[config.mk]
export PLATFORM = sky130hd
export DESIGN_NAME = speed_report_uart_tx_flat
export DESIGN_NICKNAME = d
export VERILOG_FILES = /design/src/rtl/speed_report_uart_tx_pkg.sv /design/src/rtl/speed_report_uart_tx_if.sv /design/src/rtl/speed_report_uart_tx_byte.sv /design/src/rtl/speed_report_uart_tx.sv /design/src/flat_wrapper.sv
export SDC_FILE = /design/constraint.sdc
export NUM_CORES = 1
export LEC_CHECK = 0
export CAP_MARGIN = 20
export CORE_ASPECT_RATIO = 0.9
export CORE_MARGIN = 5
export CORE_UTILIZATION = 60
export DETAILED_ROUTE_END_ITERATION = 10
export PLACE_DENSITY = 0.85
export SLEW_MARGIN = 30
export SYNTH_ARGS = -nofsm -noshare
export SYNTH_HDL_FRONTEND = slang
export SYNTH_SLANG_ARGS = --single-unit
[constraint.sdc]
create_clock -name clk -period 4.7 [get_ports clk]
set_input_delay 0.94 -clock clk [delete_from_list [all_inputs] [get_ports clk]]
set_output_delay 0.94 -clock clk [all_outputs]
set_load 0.005 [all_outputs]
[src/rtl/speed_report_uart_tx_pkg.sv]
`default_nettype none
// ============================================================================
// Module      : speed_report_uart_tx_pkg
// Description : Constants, state encodings and helpers for the speed-report
//               UART transmitter: frame header and length, controller and
//               byte-serializer state encodings, and baud-period calculation.
// Revision    : 1.0 - initial release
// ============================================================================
package speed_report_uart_tx_pkg;

    localparam logic [7:0] FRAME_HDR = 8'hA5;
    localparam int         FRAME_LEN = 5;

    // Record controller states
    typedef enum logic [1:0] {
        CTRL_IDLE = 2'd0,
        CTRL_LOAD = 2'd1,
        CTRL_SEND = 2'd2
    } ctrl_state_t;

    // Byte serializer states; BYTE_IDLE is the line-high rest state
    typedef enum logic [1:0] {
        BYTE_IDLE  = 2'd0,
        BYTE_START = 2'd1,
        BYTE_DATA  = 2'd2,
        BYTE_STOP  = 2'd3
    } byte_state_t;

    // Clock cycles per UART bit (integer division, truncating)
    function automatic int bit_cyc(input int sys_freq, input int baud);
        return sys_freq / baud;
    endfunction

endpackage
`default_nettype wire

[src/rtl/speed_report_uart_tx_if.sv]
`default_nettype none
// ============================================================================
// Module      : speed_report_uart_tx_if
// Description : Record handshake between the measurement core (master) and
//               the speed-report UART transmitter (slave).
//   rec_valid  master->slave  record offered this cycle
//   rec_speed  master->slave  speed value, WIDTH_SPEED bits
//   rec_epass  master->slave  2-bit Epass status code
//   rec_ready  slave->master  pending buffer empty; accept = valid & ready
// Revision    : 1.0 - initial release
// ============================================================================
interface speed_report_uart_tx_if #(
    parameter int WIDTH_SPEED = 14
);
    logic                   rec_valid;
    logic [WIDTH_SPEED-1:0] rec_speed;
    logic [1:0]             rec_epass;
    logic                   rec_ready;

    modport master (
        output rec_valid,
        output rec_speed,
        output rec_epass,
        input  rec_ready
    );

    modport slave (
        input  rec_valid,
        input  rec_speed,
        input  rec_epass,
        output rec_ready
    );
endinterface
`default_nettype wire

[src/rtl/speed_report_uart_tx_byte.sv]
`default_nettype none
// ============================================================================
// Module      : uart_tx_byte
// Description : 8N1 byte serializer, LSB first, each bit held BIT_CYC cycles.
//   clk      in   system clock
//   rst      in   synchronous active-high reset (line returns high)
//   i_start  in   load i_data and begin a start bit; honoured when idle or
//                 in the final stop-bit cycle (back-to-back bytes)
//   i_data   in   byte to send
//   o_tx     out  registered serial line, idle high
//   o_done   out  1-cycle pulse during the last cycle of the stop bit
// Revision    : 1.0 - initial release
// ============================================================================
module uart_tx_byte
    import speed_report_uart_tx_pkg::*;
#(
    parameter int BIT_CYC = 5208
) (
    input  wire logic       clk,
    input  wire logic       rst,
    input  wire logic       i_start,
    input  wire logic [7:0] i_data,
    output logic            o_tx,
    output logic            o_done
);

    localparam int CNT_W = (BIT_CYC > 1) ? $clog2(BIT_CYC) : 1;
    localparam logic [CNT_W-1:0] c_cnt_last = CNT_W'(BIT_CYC - 1);

    byte_state_t      r_state;
    logic [CNT_W-1:0] r_cnt;
    logic [2:0]       r_bit_idx;
    logic [7:0]       r_shift;
    logic             r_tx;

    logic w_bit_end;
    logic w_load;

    assign w_bit_end = (r_state != BYTE_IDLE) && (r_cnt == c_cnt_last);
    assign o_done    = (r_state == BYTE_STOP) && w_bit_end;
    // Accepting a start in the final stop cycle removes any gap between bytes
    assign w_load    = i_start && ((r_state == BYTE_IDLE) || o_done);
    assign o_tx      = r_tx;

    always_ff @(posedge clk) begin
        if (rst) begin
            r_state   <= BYTE_IDLE;
            r_cnt     <= '0;
            r_bit_idx <= 3'd0;
            r_shift   <= 8'd0;
            r_tx      <= 1'b1;
        end else if (w_load) begin
            r_state   <= BYTE_START;
            r_cnt     <= '0;
            r_bit_idx <= 3'd0;
            r_shift   <= i_data;
            r_tx      <= 1'b0;
        end else if (r_state != BYTE_IDLE) begin
            if (!w_bit_end) begin
                r_cnt <= r_cnt + 1'b1;
            end else begin
                r_cnt <= '0;
                case (r_state)
                    BYTE_START: begin
                        r_state <= BYTE_DATA;
                        r_tx    <= r_shift[0];
                        r_shift <= {1'b0, r_shift[7:1]};
                    end
                    BYTE_DATA: begin
                        if (r_bit_idx == 3'd7) begin
                            r_state <= BYTE_STOP;
                            r_tx    <= 1'b1;
                        end else begin
                            r_bit_idx <= r_bit_idx + 3'd1;
                            r_tx      <= r_shift[0];
                            r_shift   <= {1'b0, r_shift[7:1]};
                        end
                    end
                    BYTE_STOP: begin
                        r_state <= BYTE_IDLE;
                        r_tx    <= 1'b1;
                    end
                    default: begin
                        r_state <= BYTE_IDLE;
                        r_tx    <= 1'b1;
                    end
                endcase
            end
        end
    end

endmodule
`default_nettype wire

[src/rtl/speed_report_uart_tx.sv]
`default_nettype none
// ============================================================================
// Module      : speed_report_uart_tx
// Description : Frames each vehicle record into 5 bytes
//               {A5, speed[15:8], speed[7:0], epass, xor-checksum} and sends
//               them as UART 8N1. One pending record is buffered while a
//               frame is on the line; extra records are dropped and flagged.
//   clk              in   system clock
//   reset            in   synchronous active-high reset
//   rec_if           slave record handshake (valid/speed/epass/ready)
//   serial_data_out  out  UART line, idle high
//   busy             out  high from first start bit to last stop bit
//   overrun          out  high in any cycle a record is offered while full
// Revision    : 1.0 - initial release
// ============================================================================
module speed_report_uart_tx
    import speed_report_uart_tx_pkg::*;
#(
    parameter int SYS_FREQ    = 50_000_000,
    parameter int BAUD        = 9600,
    parameter int WIDTH_SPEED = 14
) (
    input  wire logic             clk,
    input  wire logic             reset,
    speed_report_uart_tx_if.slave rec_if,
    output logic                  serial_data_out,
    output logic                  busy,
    output logic                  overrun
);

    localparam int BIT_CYC = bit_cyc(SYS_FREQ, BAUD);

    if ((WIDTH_SPEED < 1) || (WIDTH_SPEED > 16)) begin : g_width_check
        $error("speed_report_uart_tx: WIDTH_SPEED must be within 1..16");
    end

    if (BIT_CYC < 1) begin : g_baud_check
        $error("speed_report_uart_tx: SYS_FREQ/BAUD must be at least 1");
    end

    // Pending record buffer
    logic                   r_buf_full;
    logic [WIDTH_SPEED-1:0] r_buf_speed;
    logic [1:0]             r_buf_epass;

    // Record currently on the line
    logic [WIDTH_SPEED-1:0] r_frm_speed;
    logic [1:0]             r_frm_epass;

    ctrl_state_t r_state;
    logic [2:0]  r_byte_idx;
    logic        r_busy;

    logic        w_accept;
    logic        w_load;
    logic        w_byte_done;
    logic        w_last_byte;
    logic        w_byte_start;
    logic [15:0] w_speed16;
    logic [7:0]  w_b1;
    logic [7:0]  w_b2;
    logic [7:0]  w_b3;
    logic [7:0]  w_chk;
    logic [7:0]  w_byte_data;

    assign w_accept         = rec_if.rec_valid & ~r_buf_full;
    assign rec_if.rec_ready = ~r_buf_full;
    assign overrun          = rec_if.rec_valid & r_buf_full;
    assign busy             = r_busy;

    assign w_load      = (r_state == CTRL_LOAD);
    assign w_last_byte = (r_byte_idx == 3'(FRAME_LEN - 1));
    // Header goes out straight from LOAD; later bytes chain off the
    // serializer's done pulse so bytes run back-to-back.
    assign w_byte_start = w_load |
                          ((r_state == CTRL_SEND) & w_byte_done & ~w_last_byte);

    assign w_speed16 = 16'(r_frm_speed);
    assign w_b1      = w_speed16[15:8];
    assign w_b2      = w_speed16[7:0];
    assign w_b3      = {6'b0, r_frm_epass};
    assign w_chk     = w_b1 ^ w_b2 ^ w_b3;

    // Byte to load next: header during LOAD, otherwise the byte after r_byte_idx
    always_comb begin
        w_byte_data = FRAME_HDR;
        if (!w_load) begin
            case (r_byte_idx)
                3'd0:    w_byte_data = w_b1;
                3'd1:    w_byte_data = w_b2;
                3'd2:    w_byte_data = w_b3;
                3'd3:    w_byte_data = w_chk;
                default: w_byte_data = FRAME_HDR;
            endcase
        end
    end

    // A new accept in the same cycle as LOAD wins the buffer; LOAD has
    // already taken the old entry into the frame register.
    always_ff @(posedge clk) begin
        if (reset) begin
            r_buf_full  <= 1'b0;
            r_buf_speed <= '0;
            r_buf_epass <= 2'd0;
        end else if (w_accept) begin
            r_buf_full  <= 1'b1;
            r_buf_speed <= rec_if.rec_speed;
            r_buf_epass <= rec_if.rec_epass;
        end else if (w_load) begin
            r_buf_full  <= 1'b0;
        end
    end

    always_ff @(posedge clk) begin
        if (reset) begin
            r_state     <= CTRL_IDLE;
            r_byte_idx  <= 3'd0;
            r_busy      <= 1'b0;
            r_frm_speed <= '0;
            r_frm_epass <= 2'd0;
        end else begin
            case (r_state)
                CTRL_IDLE: begin
                    if (r_buf_full | w_accept) begin
                        r_state <= CTRL_LOAD;
                    end
                end
                CTRL_LOAD: begin
                    r_frm_speed <= r_buf_speed;
                    r_frm_epass <= r_buf_epass;
                    r_byte_idx  <= 3'd0;
                    r_busy      <= 1'b1;
                    r_state     <= CTRL_SEND;
                end
                CTRL_SEND: begin
                    if (w_byte_done) begin
                        if (w_last_byte) begin
                            r_busy  <= 1'b0;
                            // Pending record goes straight to LOAD: one idle cycle
                            r_state <= (r_buf_full | w_accept) ? CTRL_LOAD : CTRL_IDLE;
                        end else begin
                            r_byte_idx <= r_byte_idx + 3'd1;
                        end
                    end
                end
                default: begin
                    r_state <= CTRL_IDLE;
                    r_busy  <= 1'b0;
                end
            endcase
        end
    end

    uart_tx_byte #(
        .BIT_CYC (BIT_CYC)
    ) u_byte (
        .clk     (clk),
        .rst     (reset),
        .i_start (w_byte_start),
        .i_data  (w_byte_data),
        .o_tx    (serial_data_out),
        .o_done  (w_byte_done)
    );

endmodule
`default_nettype wire
[src/flat_wrapper.sv]
// flat-port wrapper written by rule: the top's interface ports become plain ports
module speed_report_uart_tx_flat import speed_report_uart_tx_pkg::*;
#(
    parameter int SYS_FREQ    = 50_000_000,
    parameter int BAUD        = 9600,
    parameter int WIDTH_SPEED = 14
)
  (clk, reset, serial_data_out, busy, overrun, rec_if_rec_valid, rec_if_rec_speed, rec_if_rec_epass, rec_if_rec_ready);
  speed_report_uart_tx_if #(.WIDTH_SPEED(WIDTH_SPEED)) rec_if_i ();
  input  wire logic clk;
  input  wire logic reset;
  output logic serial_data_out;
  output logic busy;
  output logic overrun;
  input wire logic [$bits(rec_if_i.rec_valid)-1:0] rec_if_rec_valid;
  input wire logic [$bits(rec_if_i.rec_speed)-1:0] rec_if_rec_speed;
  input wire logic [$bits(rec_if_i.rec_epass)-1:0] rec_if_rec_epass;
  output wire logic [$bits(rec_if_i.rec_ready)-1:0] rec_if_rec_ready;
  assign rec_if_i.rec_valid = rec_if_rec_valid;
  assign rec_if_i.rec_speed = rec_if_rec_speed;
  assign rec_if_i.rec_epass = rec_if_rec_epass;
  assign rec_if_rec_ready = rec_if_i.rec_ready;
  speed_report_uart_tx #(.SYS_FREQ(SYS_FREQ), .BAUD(BAUD), .WIDTH_SPEED(WIDTH_SPEED)) u_core (.clk(clk), .reset(reset), .rec_if(rec_if_i), .serial_data_out(serial_data_out), .busy(busy), .overrun(overrun));
endmodule
### Word level (Yosys, flattened, before mapping)

Cells that the tools add are included.

| storage, ports and cells | value |
|---|---|
| register bits after elaboration | 66 |
| logic and storage cells | 100 |

| cells by class | value |
|---|---|
| bitwise gates (word level) | 12 |
| eq/ne operators | 18 |
| reductions and logical operators | 22 |
| muxes and demuxes | 31 |
| $add $sub $neg | 3 |

Operators with widths:

| kind | number |
|---|---|
| two-way mux 8 bit | 5 |
| case mux 8 bit (4 select lines) | 1 |
| case mux 8 bit (2 select lines) | 1 |
| AND reduction 3 bit | 5 |
| adder 13 x 1 -> 13 bit (second input constant) | 1 |
| equality test 13 bit (second input constant) | 1 |
| two-way mux 13 bit | 1 |
| two-way mux 1 bit | 12 |
| nonzero test 2 bit | 5 |
| two-way mux 2 bit | 4 |
| AND reduction 4 bit | 2 |
| XOR 6 x 8 -> 8 bit | 1 |
| XOR 8 x 2 -> 8 bit | 1 |
| adder 3 x 1 -> 3 bit (second input constant) | 2 |
| equality test 2 bit (second input constant) | 3 |
| equality test 3 x 2 -> 1 bit (second input constant) | 2 |
| equality test 3 bit (second input constant) | 2 |
| two-way mux 3 bit | 2 |
| != test 2 bit (second input constant) | 3 |
| != test 3 bit (second input constant) | 2 |
| case mux 2 bit (3 select lines) | 1 |
| case mux 3 bit (2 select lines) | 1 |
| AND 1 bit | 4 |
| equality test 2 x 1 -> 1 bit (second input constant) | 2 |
| 14 further kinds | 22 |

### Longest topological paths before layout

| depth | value |
|---|---|
| depth after elaboration | 9 |
| mapped depth | 10 |
| depth with buffers taken out | 7 |

### By module

A second synthesis with hierarchy kept.

| unflattened totals | value |
|---|---|
| cells, all modules | 407 |
| area total of the unflattened synthesis | 3315.7 um2 |

Modules (own cells, without submodules):

| module | cells each | seq. area each (um2) | area each (um2) | times used |
|---|---|---|---|---|
| speed_report_uart_tx | 222 | 780.7 | 1757.9 | 1 |
| uart_tx_byte | 185 | 540.5 | 1557.7 | 1 |

### Worst setup path before layout

OpenSTA, ideal clock, no wires.

| timing path | value |
|---|---|
| path kind | input to output |
| start | input rec_if_rec_valid |
| end | output overrun |
| stages | 1 |
| slack | 2677 ps |
| path buffers | 0 |
| data required time | 3760 ps |
| arrival | 1083 ps |
| path through | and2_1 |

| between the ends | value |
|---|---|
| word-level cells in the longest chain between the ends | 1 |

Ends and longest elaborated chain:

| item | line | text |
|---|---|---|
| start, declared | flat_wrapper.sv:15 | `input wire logic [$bits(rec_if_i.rec_valid)-1:0] rec_if_rec_valid;` |
| AND 1 bit | speed_report_uart_tx.sv:68 | `assign overrun = rec_if.rec_valid & r_buf_full;` |
| end, declared | flat_wrapper.sv:14 | `output logic overrun;` |

Every way passes these cells.

### Final worst setup path

Same ends and word-level chain as after synthesis.

==> impl_metrics.tcl <==
set metrics [dict create \
    die_h_um 77.98 \
    yosys_most_used_dff "dfxtp_1" \
    hold_depth 2 \
    finalCritPeriodShare 0.6447 \
    seqPwrFrac 0.487 \
    synth_cells 375 \
    diodes 0 \
    nets 422 \
    p_switching_mw 0.2895 \
    drive_above_1_share 0.06107 \
    rows 24 \
    dr.pass1.iters 4 \
    antenna_found_initial 0 \
    required_ns 3.76 \
    io_buffers 22 \
    postLayoutSetupSlackWorst_ns 1.670 \
    drtIter0Drc 176 \
    gp_congestion 0.8618 \
    ys_seq_area_frac 0.4289 \
    min_from "u_core.r_buf_epass[1]" \
    yosys_warnings 0 \
    dp_cells 444 \
    place_area_um2 3288 \
    synth-edff-count 0 \
    syn-num-nets 407 \
    ctsResizeCount 0 \
    cts.sinks 66 \
    cts-root-buf "clkbuf_8" \
    cts_max_level 3 \
    peakVddDrop_mv 0.2470 \
    cts_tree "done" \
    synth_seq_cells 66 \
    cp_data_arrival_time_ns 2.09 \
    tightest_slew_ns 0.9556 \
    vias_per_cell 5.576 \
    skew_ns 0.008887 \
    final_cells 458 \
    place_ws_ns 1.674 \
    p_comb_frac 0.103 \
    criticalPathCategory "input pin to output port" \
    grt_use_total 0.1976 \
    initial_utilization 0.6255 \
    clkTransAtPathRegs_ns 0.07 \
    p_int_mw 0.9477 \
    hp-class "flip-flop to flip-flop" \
    p_leak_nw 1.248 \
    r2r_end "u_core.u_byte.r_cnt[3]" \
    switching_share 0.2340 \
    pin_count 23 \
    ff2ff_path_depth 7 \
    setup_tns_ns 0 \
    worstReg2RegStart "u_core.u_byte.r_state[0]" \
    min_period_ns 3.030 \
    cap_violations 0 \
    routed_wl_um 6156 \
    hold_viol 0 \
    status "completed" \
    die_w_um 85.53 \
    cp-start-kind "input pin" \
    wire_per_inst_um 13.44 \
    dieArea_um2 6669 \
    ant_nets 0 \
    grt_max_degree 36 \
    rrSetupSlack_ns 2.17 \
    dp_hpwl_um 4268 \
    postCtsSetupRepairBufs 0 \
    rsz0062_at_grt "no" \
    end_kind "output port" \
    slew_violations 0 \
    core-area_um2 4925 \
    drc 0 \
    ctsHoldBuffers 0 \
    worstPathMaxFanout 4 \
    clock_latency_ns 0.34 \
    cts_buffer_depth 2 \
    setup_viol 0 \
    overflow 0 \
    grt_pass1_vias 2419 \
    synthToLayoutAreaGrowth_pct 13.44 \
    powerDensity_nw_per_um2 354.0 \
    synth.distinct_cells 49 \
    whs_endpoint "u_core.r_frm_epass[1]" \
    clockPowerShare 0.410 \
    timing.fmax_ghz 0.3300 \
    synth_area_um2 3080 \
    setup.worst_path.start "rec_if_rec_valid" \
    relSlewSlack 0.3616 \
    synth.avg_cell_area_um2 8.215 \
    grt_pass1_wl_um 10770 \
    vias 2554 \
    async_flop_share 0 \
    final_area_um2 3495 \
    cts_buffers 9 \
]
[cell type report]
type / count / area [µm²]
clock buffer: 11 / 141.4
clock inverter: 3 / 65.06
fill: 393 / 1430
inverter: 17 / 63.81
multi-input combinational: 272 / 1587
sequential: 66 / 1321
tap: 65 / 81.33
timing repair buffer: 24 / 235.2
[synthesized netlist by cell type, drive strengths merged, types with 2 or more instances]
library cell / instances / area [µm²]
nand2: 85 / 319.1
dfxtp: 66 / 1321
a21oi: 56 / 280.3
nor2: 28 / 105.1
inv: 17 / 63.81
ha: 13 / 162.7
buf: 10 / 71.31
clkbuf: 10 / 37.54
a311oi: 7 / 67.56
nor2b: 7 / 43.79
nand2b: 6 / 37.54
o21ai: 6 / 30.03
xnor2: 6 / 52.55
xor2: 6 / 52.55
mux2i: 5 / 50.05
nand4: 4 / 25.02
a211oi: 3 / 22.52
or3: 3 / 20.02
a21o: 2 / 15.01
a22oi: 2 / 15.01
and2: 2 / 12.51
and3: 2 / 12.51
and3b: 2 / 17.52
nand4b: 2 / 17.52
nor3: 2 / 10.01
o211ai: 2 / 15.01
o221ai: 2 / 17.52
o22ai: 2 / 12.51
o32ai: 2 / 17.52
[metrics by stage]
step | total power, mW | util | hold slack (ns)
2_1_floorplan | 0.7022 | - | 0.4321
3_3_place_gp | 0.7375 | 0.6677 | 0.4386
3_5_place_dp | 0.7410 | 0.6677 | 0.4468
4_1_cts | 1.243 | 0.7096 | 0.4517
5_1_grt | 1.294 | 0.7096 | 0.4766
6_report | 1.237 | 0.7096 | 0.4520
[state kept, by name (all words and copies together), names as in the netlist]
signal	flops
u_core.r_buf_speed	14
u_core.r_frm_speed	14
u_core.u_byte.r_cnt	13
u_core.u_byte.r_shift	8
u_core.r_byte_idx	3
u_core.u_byte.r_bit_idx	3
u_core.r_buf_epass	2
u_core.r_frm_epass	2
u_core.r_state	2
u_core.u_byte.r_state	2
u_core.busy	1
u_core.r_buf_full	1
u_core.u_byte.o_tx	1
[cells by family (layout without fill, tap and decap cells)]
kind of cell / Yosys count / after routing / share of synthesized area
and+or+nand+nor: 151 / 151 / 0.2234
adders and majority gates: 13 / 13 / 0.05280
xor gates and xnor gates: 12 / 12 / 0.03412
muxes: 5 / 5 / 0.01625
AOI/OAI and AO/OA: 91 / 91 / 0.1885
buffers and inverters: 37 / 55 / 0.05605
DFF: 66 / 66 / 0.4289
[routing by layer]
layer | part of all wire | global-route usage | up-vias
met2 | 0.46 | 0.3175 | 72
met4 | 0.0093 | 0.05380 | 0
met3 | 0.059 | 0.06144 | 6
li1 | - | - | 1307
met5 | 0 | 0 | -
met1 | 0.47 | 0.2568 | 1169
[worst max path at each step]
stage / to / slack [ns] / cells past startpoint
after global placement: overrun / 1.69 / 3
after CTS: overrun / 1.66 / 3
after detailed placement: overrun / 1.67 / 3
after floorplan: overrun / 2.68 / 1
final: overrun / 1.67 / 3
after global routing: overrun / 1.62 / 3
[cell usage in the layout (no fill, tap or decap), drive strengths merged, types with 3 or more instances in the layout]
master | synthesis | layout
xnor2 | 6 | 6
or3 | 3 | 3
dfxtp | 66 | 66
ha | 13 | 13
nand2b | 6 | 6
nand4 | 4 | 4
a211oi | 3 | 3
inv | 17 | 17
nand2 | 85 | 85
nor2 | 28 | 28
clkdlybuf4s50 | 0 | 22
nor2b | 7 | 7
mux2i | 5 | 5
o21ai | 6 | 6
a311oi | 7 | 7
xor2 | 6 | 6
clkbuf | 10 | 11
a21oi | 56 | 56
[worst max-delay path, cell delays in order]
cell	delay [ns]
clkdlybuf4s50_1	0.51
and2_1	0.14
clkdlybuf4s50_1	0.50
[power by group through the flow]
stage	registers, mW	clock network (mW)	logic [mW]
floorplan	0.610	0	0.0921
detailed placement	0.615	0	0.126
global route	0.606	0.545	0.143
finish	0.603	0.507	0.127
global placement	0.614	0	0.124
CTS	0.603	0.512	0.128
(Power assumes the default switching activity.)
==> patch 1: new RTL, same flow settings <==
`WIDTH_SPEED` is set to 14 in 3 places; all go to 12.
--- a/src/rtl/speed_report_uart_tx_if.sv
+++ b/src/rtl/speed_report_uart_tx_if.sv
@@ -12,3 +12,3 @@
 interface speed_report_uart_tx_if #(
-    parameter int WIDTH_SPEED = 14
+    parameter int WIDTH_SPEED = 12
 );
--- a/src/rtl/speed_report_uart_tx.sv
+++ b/src/rtl/speed_report_uart_tx.sv
@@ -20,3 +20,3 @@
     parameter int BAUD        = 9600,
-    parameter int WIDTH_SPEED = 14
+    parameter int WIDTH_SPEED = 12
 ) (
--- a/src/flat_wrapper.sv
+++ b/src/flat_wrapper.sv
@@ -5,3 +5,3 @@
     parameter int BAUD        = 9600,
-    parameter int WIDTH_SPEED = 14
+    parameter int WIDTH_SPEED = 12
 )
Interface: changed (resized rec_if_rec_speed); port bits go from 23 to 21. The function was not compared with the original's and may differ.
==> patch 1 against the unedited design <==
  * Area after synthesis shrank 4.9%
  * Maximum frequency barely moved
  * Cell area fell by 3.5%
  * Final cell count is 6.1% lower
  * Clock power is 5.7% higher
  * Synthesized cell count is 8.0% lower
  * Sequential cell count fell by 4
  * Non-clock buffer count shrank 2
  * First-iteration DRC count increased by 1.7%
  * Wire length down 8.9%
  * Total power is 4.0% lower
  * Setup slack gained 0.0016 ns
==> patch 1: results <==
set metrics [dict create \
    grt_pass1_wl_mm 9.96 \
    timing.hold.worst.start "u_core.r_buf_speed[2]" \
    first_global_vias 2170 \
    max-vdd-ir-drop_mv 0.236 \
    synth_nets 375 \
    vias_per_cell 5.40 \
    dp_hpwl_mm 3.82 \
    p_comb_share_pct 8.2 \
    root_buffer "clkbuf_8" \
    r2r_end "u_core.u_byte.r_shift[1]" \
    drtIter0Drc 179 \
    drive_gt1_share_pct 9.32 \
    port_buffers 20 \
    grt_max_degree 28 \
    synthTopCellsByArea "dfxtp_1, nand2_1, a21oi_1" \
    gp_congestion 0.762 \
    final.setup_skew_ns 0.0101 \
    synthTopCellsByCount "nand2_1, dfxtp_1, a21oi_1, nor2_1" \
    pwr-share-seq_pct 46.7 \
    cp_max_fo 4 \
    fillers 381 \
    grt_util_all_layers_pct 19.2 \
    ys_seq_area_share_pct 42.4 \
    tightest_slew_ns 0.962 \
    p_leak_nw 1.19 \
    reg2regPathDepth 7 \
    largestRegisters "u_core.u_byte.r_cnt (13), u_core.r_buf_speed (12), u_core.r_frm_speed (12)" \
    cts_htree_levels 3 \
    dp.cells 414 \
    outcome "complete, no violations" \
    pg_comb_mw 0.0969 \
    wirelength_mm 5.61 \
    synth_xor_area_share_pct 3.89 \
    synthMuxAreaShare_pct 3.46 \
    final_cell_count_no_fill 430 \
    synth_fa_ha_area_share_pct 5.55 \
    synth_area_per_cell_sq_um 8.49 \
    final_nets 390 \
    r2r_setup_slack_ns 2.20 \
    worstHoldEndpoint "u_core.r_frm_speed[2]" \
    synth_compound_area_share_pct 17.4 \
    p_int_mw 0.913 \
]
## patch 1: cell types whose count changed after synthesis, sizes merged, moves of 5 or more
cell	change
a211oi	+6
a21oi	-10
a311oi	-7
buf	-5
nand2	-13
## patch 1: layer usage
| metal | wire [um] | track usage, % |
|---|---|---|
| met5 | 0 | 0 |
| met4 | 128 | 8.04 |
| met3 | 233 | 6.05 |
| met2 | 2540 | 30.5 |
| met1 | 2710 | 23.9 |
## patch 1: per-stage QoR
| stage | setup slack, ns | instance area [sq um] | hold WS, ns |
|---|---|---|---|
| floorplan | 2.68 | 2930 | 0.432 |
| detailed placement | 1.68 | 3140 | 0.446 |
| global route | 1.62 | 3370 | 0.466 |
| global placement | 1.70 | 3140 | 0.439 |
| CTS | 1.67 | 3370 | 0.454 |
| finish | 1.67 | 3370 | 0.448 |
## patch 1: area by class of cell
type	count	share of cell area (%)
multi-input combinational	252	46.0
clock inverter	5	2.41
inverter	13	1.45
sequential	62	36.8
clock buffer	11	4.49
tap	65	2.41
timing repair buffer	22	6.38
==> patch 2: new RTL, same settings <==
Without the edit above. The 3 states of `ctrl_state_t` get a one-hot encoding in 3 bits.
--- a/src/rtl/speed_report_uart_tx_pkg.sv
+++ b/src/rtl/speed_report_uart_tx_pkg.sv
@@ -14,6 +14,6 @@
     // Record controller states
-    typedef enum logic [1:0] {
-        CTRL_IDLE = 2'd0,
-        CTRL_LOAD = 2'd1,
-        CTRL_SEND = 2'd2
+    typedef enum logic [2:0] {
+        CTRL_IDLE = 3'b001,
+        CTRL_LOAD = 3'b010,
+        CTRL_SEND = 3'b100
     } ctrl_state_t;
Behaviour: no difference found for any inputs over 10 cycles, from zero or initial values and one cycle with reset high; not proved beyond that.
==> patch 2 against the unedited design <==
  * Wire length increased by 9.7%
  * Setup slack got worse by 0.033 ns
  * Sequential cell count increased by 1
  * Total power decreased by 6.1%
  * Maximum frequency decreased by 1.1%
  * Area after synthesis increased by 2.5%
  * Register-to-register slack improved by 0.03 ns
  * Cell area increased by 3.6%
==> patch 2: results <==
set metrics [dict create \
    outcome "complete, no violations" \
    arrival_ns 2.12 \
    final_nets 436 \
    cts_htree_levels 3 \
    cts_resized 0 \
    grt_pass1_wl_mm 11.4 \
    use_met1_pct 27.0 \
    drtIter0Drc 191 \
    vias_per_cell 5.67 \
    routedWlPerCell_um 14.2 \
    synth_area_per_cell_sq_um 8.20 \
    cp_slowest_stage_delay_ns 0.54 \
    ys.warnings.count 0 \
    dp.cells 460 \
    slew_headroom_pct 47.8 \
    timing.hold.worst.start "u_core.r_buf_epass[0]" \
    synth_cell_type_count 44 \
    grt_max_degree 30 \
    synthTopCellsByArea "dfxtp_1, nand2_1, a21oi_1" \
    synthMuxAreaShare_pct 3.49 \
    worstHoldEndpoint "u_core.r_frm_epass[0]" \
    min_delay_path_depth 2 \
    synth_compound_area_share_pct 16.8 \
    first_global_vias 2522 \
    fillers 412 \
    layout_setup_ws_ns 1.64 \
    ys_seq_area_share_pct 42.5 \
    use_met2_pct 33.7 \
    synth_fa_ha_area_share_pct 5.15 \
    r2r_end "u_core.u_byte.r_shift[0]" \
    gp_congestion 0.783 \
    dpl-instance-area_sq_um 3410 \
    grt_util_all_layers_pct 21.0 \
    root_buffer "clkbuf_8" \
    r2r_setup_slack_ns 2.20 \
    max-vdd-ir-drop_mv 0.238 \
    synthTopCellsByCount "nand2_1, dfxtp_1, a21oi_1, nor2_1, inv_1" \
    p_leak_nw 1.29 \
    drive_gt1_share_pct 6.11 \
    synth_nets 417 \
    wl_met3_um 338 \
    synth_xor_area_share_pct 3.88 \
    met2WireLength_mm 3.17 \
    route.layer.met1.wl_mm 3.08 \
    cp_max_fo 5 \
    holdWs_ns 0.454 \
    final.setup_skew_ns 0.00811 \
    vias 2698 \
    n_antenna_cell 0 \
    grt_util_met3_pct 4.46 \
    drt_first_pass_iters 4 \
]
patch 2: worst max-delay path by stage:
stage	startpoint	to	cells after the start
after floorplan	rec_if_rec_valid	overrun	1
after global routing	rec_if_rec_valid	overrun	3
after global placement	rec_if_rec_valid	overrun	3
after CTS	rec_if_rec_valid	overrun	3
final	rec_if_rec_valid	overrun	3
after detailed placement	rec_if_rec_valid	overrun	3
patch 2: final cells by class:
| cell class | instances | area [sq um] | area share [%] |
|---|---|---|---|
| well taps | 67 | 83.8 | 2.32 |
| flip-flops and latches | 67 | 1340 | 37.1 |
| clock inverters | 6 | 65.1 | 1.80 |
| multi-input cells | 286 | 1700 | 46.9 |
| inverters | 16 | 60.1 | 1.66 |
| clock buffers | 10 | 138 | 3.80 |
| repair buffers | 24 | 235 | 6.50 |
patch 2: power breakdown:
part / switching (mW) / total (mW) / internal, mW
Clock: 0.223 / 0.482 / 0.259
Combinational: 0.0503 / 0.0864 / 0.0360
Sequential: 0.0115 / 0.594 / 0.582
Total: 0.285 / 1.16 / 0.877
